<file path="config.mk">
export PLATFORM = sky130hd
export DESIGN_NAME = char_mem_ctrl
export DESIGN_NICKNAME = d
export VERILOG_FILES = /design/src/rtl/char_mem_ctrl.sv
export SDC_FILE = /design/constraint.sdc
export NUM_CORES = 1
export LEC_CHECK = 0
export ABC_AREA = 0
export CORE_AREA = 2 2 39 41
export CTS_CLUSTER_DIAMETER = 30
export DETAILED_ROUTE_END_ITERATION = 16
export DIE_AREA = 0 0 41 43
export SYNTH_ARGS = -nofsm -noshare
export SYNTH_HDL_FRONTEND = slang
export SYNTH_SLANG_ARGS = --single-unit
</file>
<file path="constraint.sdc">
create_clock -name clock -period 1 [get_ports clock]
set_clock_uncertainty 0.05 [all_clocks]
set_input_delay 0.1 -clock clock [delete_from_list [all_inputs] [get_ports clock]]
set_output_delay 0.1 -clock clock [all_outputs]
set_load 0.01 [all_outputs]
</file>
<file path="src/rtl/char_mem_ctrl.sv">
// char_mem_ctrl: glyph memory arbiter (read > fill > host write); bulk fill enabled by CHAR_MEM_CTRL_FILL_EN
module char_mem_ctrl #(
  parameter int COLS = 4,
  parameter int ROWS = 5
) (
  input  logic       clock,
  input  logic       rst_n,
  input  logic       rd_req,
  input  logic [1:0] rd_x,
  input  logic [2:0] rd_y,
  output logic       rd_valid,
  output logic       rd_data,
  input  logic       wr_valid,
  output logic       wr_ready,
  input  logic [1:0] wr_x,
  input  logic [2:0] wr_y,
  input  logic       wr_data,
  input  logic       fill_start,
  input  logic       fill_value,
  output logic       busy,
  output logic       fill_done,
  output logic       err,
  output logic       mem_write,
  output logic [1:0] mem_x,
  output logic [2:0] mem_y,
  output logic       mem_data_in,
  input  logic       mem_data_out
);
  logic rd_oob, wr_oob, wr_go, fill_go, fill_val;
  logic [1:0] fill_x;
  logic [2:0] fill_y;
  assign rd_oob = rd_y >= 3'(ROWS);
  assign wr_oob = wr_y >= 3'(ROWS);
  assign wr_go = wr_valid && wr_ready && !wr_oob;
`ifdef CHAR_MEM_CTRL_FILL_EN
  localparam int CELLS = COLS * ROWS;
  typedef enum logic {IDLE, FILL} state_t;
  state_t state, state_nx;
  logic [4:0] idx;
  logic fill_last;
  assign fill_go = state == FILL && !rd_req;
  assign fill_last = idx == 5'(CELLS - 1);
  assign fill_x = 2'(idx % 5'(COLS));
  assign fill_y = 3'(idx / 5'(COLS));
  assign wr_ready = !rd_req && state == IDLE;
  assign busy = state == FILL;
  always_comb begin
    state_nx = state;
    if (state == IDLE && fill_start) state_nx = FILL;
    else if (fill_go && fill_last) state_nx = IDLE;
  end
  always_ff @(posedge clock or negedge rst_n)
    if (!rst_n) begin
      state <= IDLE;
      idx <= '0;
      fill_val <= 1'b0;
      fill_done <= 1'b0;
    end else begin
      state <= state_nx;
      fill_done <= fill_go && fill_last;
      if (state == IDLE && fill_start) begin
        idx <= '0;
        fill_val <= fill_value;
      end else if (fill_go) idx <= idx + 5'd1;
    end
`else
  logic [4:0] unused_cfg;
  assign unused_cfg = 5'(COLS) ^ {4'b0, fill_start ^ fill_value};
  assign fill_go = 1'b0;
  assign fill_val = 1'b0;
  assign fill_x = '0;
  assign fill_y = '0;
  assign wr_ready = !rd_req;
  assign busy = 1'b0;
  assign fill_done = 1'b0;
`endif
  assign mem_write = fill_go || wr_go;
  assign mem_x = rd_req ? rd_x : fill_go ? fill_x : wr_go ? wr_x : '0;
  assign mem_y = rd_req ? rd_y : fill_go ? fill_y : wr_go ? wr_y : '0;
  assign mem_data_in = fill_go ? fill_val : wr_go ? wr_data : 1'b0;
  always_ff @(posedge clock or negedge rst_n)
    if (!rst_n) begin
      rd_valid <= 1'b0;
      rd_data <= 1'b0;
      err <= 1'b0;
    end else begin
      rd_valid <= rd_req;
      if (rd_req) rd_data <= mem_data_out && !rd_oob;
      err <= err || (wr_valid && wr_ready && wr_oob);
    end
endmodule

</file>
==> reports/metrics.yaml <==
grt_max_degree: 8
drt_first_pass_iters: 4
period_needed_ns: 0.957
routedWlPerCell_um: 10.4
grt-ovfl-total: 0
cts_root_buf: "clkbuf_4"
path_cells: "buf_2 > nor2b_4 > a32o_1 > clkdlybuf4s15_2"
synth_top_family_by_area: "compound AO/OA/AOI/OAI gates"
status: "completed"
avgSynthCellArea_um2: 9.38
drc: 0
grt_pass1_wl_mm: 1.11
yosys.area_share.simple_pct: 25.1
clkTransAtPathRegs_ns: 0.03
slew_violations: 0
n_antenna_cell: 0
synth_compound_area_share_pct: 30.3
finalHoldViolations: 0
power.leakage_uw: 0.000307
synth_xor_area_share_pct: 0
synth_area_um2: 244
fin_ws_ns: 0.0426
synth_top_cell_area_share_pct: 30.8
post-synth-top-area-cell: "dfrtp_1"
synth-seq-cells: 3
clockBufferDepth: 2
cts_sinks: 3
end_kind: "output pin"
worstPathRequired_ns: 0.85
initial_core_util_pct: 17.6
place.port_buffers: 26
vias_per_cell: 4.10
dieHeight_um: 43
fin_nets: 81
die_w_um: 41
max_freq_mhz: 1040
critPathSlowestCell: "a32o_1"
slowest_delay_ns: 0.25
synth-seq-area-share_pct: 30.8
ys_types: 17
critical_path_class: "primary input to output pin"
ys_warn_count: 0
postRouteAntennaNets: 0
rows: 14
post-route-util_pct: 40.1
cts_made_buffers: 3
synth.area.top_cells: "dfrtp_1 31%, a32o_1 12%, o21ai_0 6.2%, buf_4 6.2%, nand3b_1 6.2%"
synthAdderAreaFrac_pct: 0
final.period_utilization_pct: 95.7
cp_max_fo: 5
wirelength_um: 815
cts_tree: "built"
dpl_worst_slack_ns: -0.696
antenna_found_initial: 0
vias: 320
drive_gt1_share_pct: 43.5
rsz0062_at_grt: "false"
drtIter0Drc: 3
drv_cap: 0
ir_drop_v: 0.000471
post-dp-hpwl_um: 624
setup_viol: 0
startpoint_type: "primary input"
die_area_um2: 1760
whs_ns: 0.139
syn2layout_area_growth_pct: 127
total_power_uw: 516
htreeDepth: 1
grt_usage_pct: 9.94
grt_pass1_vias: 315
place_congestion: 0.581
insertion_delay_ns: 0.23
io_pins: 31
core_area_um2: 1380
synth.mux.area_fraction_pct: 0
worstPathArrival_ns: 0.81
min_path_type: "primary input to flip-flop"
power_density_nw_per_um2: 931
postSynthCellCount: 26
final cells by class:
cell class,count,area [um2]
flip-flops and latches,3,75.1
multi-input cells,20,150
repair buffers,34,279
inverters,1,3.75
clock buffers,4,26.3
well taps,16,20.0
fillers,145,830
synthesized netlist by cell type:
cell / n
a32o_1: 3
dfrtp_1: 3
o21ai_0: 3
buf_4: 2
nand2_1: 2
nand3b_1: 2
a31o_2: 1
and2_1: 1
and3_1: 1
buf_6: 1
conb_1: 1
inv_1: 1
nand2b_1: 1
nor2b_1: 1
nor2b_4: 1
o21ai_2: 1
o21bai_2: 1
registers in the layout, summed over array words and instances (netlist names):
name      count
err           1
rd_valid      1
rd_data       1
power breakdown:
group / leakage [uW] / switching [uW] / internal (uW) / total, uW
registers: 0.0000332 / 1.94 / 128 / 130
logic: 0.000259 / 72.9 / 105 / 178
clock network: 0.0000150 / 58.4 / 149 / 208
total: 0.000307 / 133 / 383 / 516
metrics by stage:
step / instances / area [um2] / setup TNS [ns]
after floorplan: 27 / 248 / 0
after global placement: 71 / 539 / -5.48
after detailed placement: 71 / 539 / -5.70
after CTS: 78 / 552 / 0
after global routing: 78 / 554 / 0
final: 78 / 554 / 0
path summary, 6_finish.rpt:
path / to / slack, ns / start / cells past startpoint
min in group asynchronous: err / 0.55 / rst_n / 2
setup / recovery: mem_y[2] / 0.04 / wr_valid / 4
setup reg to reg: rd_data / 0.15 / rd_data / 2
hold reg to reg: err / 0.41 / err / 1
max in group asynchronous: rd_valid / 0.21 / rst_n / 2
hold / removal: rd_valid / 0.14 / rd_req / 2
logic make-up (layout without fill, tap and decap cells):
family,count (synthesis),in the layout
AO/OA/AOI/OAI,9,9
AND/OR/NAND/NOR,9,9
flip-flops,3,3
buffers and inverters,4,39
other,1,2
worst max-delay path, delay by kind of cell:
family,cells,cell delay (ns)
simple gates,1,0.13
buf+inv,2,0.33
compound gates,1,0.25
placed cells by master, fill, tap and decap left out, drive strengths merged:
cell type	n
dlygate4sd3	1
clkdlybuf4s15	2
conb	2
nand2b	1
a31o	1
nand3b	2
inv	1
dlygate4sd2	4
o21ai	4
clkbuf	6
dfrtp	3
buf	17
nor2b	2
a32o	3
and3	1
and2	1
clkdlybuf4s50	3
nand2	2
dlymetal6s2s	5
o21bai	1
routing by layer:
| metal | global-route usage [%] | routed length, um | share of wire, % |
|---|---|---|---|
| met5 | 0 | 0 | 0 |
| met4 | 10.0 | 0 | 0 |
| met3 | 3.66 | 66 | 8.1 |
| met2 | 15.0 | 417 | 51 |
| met1 | 9.32 | 331 | 41 |
repair_timing:
item	in CTS	in global routing
setup endpoints to repair	12	6
resized for setup	56	7
gates cloned	0	0
hold buffers	1	0
pin swaps	2	2
setup buffers	3	0
hold endpoints to repair	3	0
(Power assumes the default switching activity.)
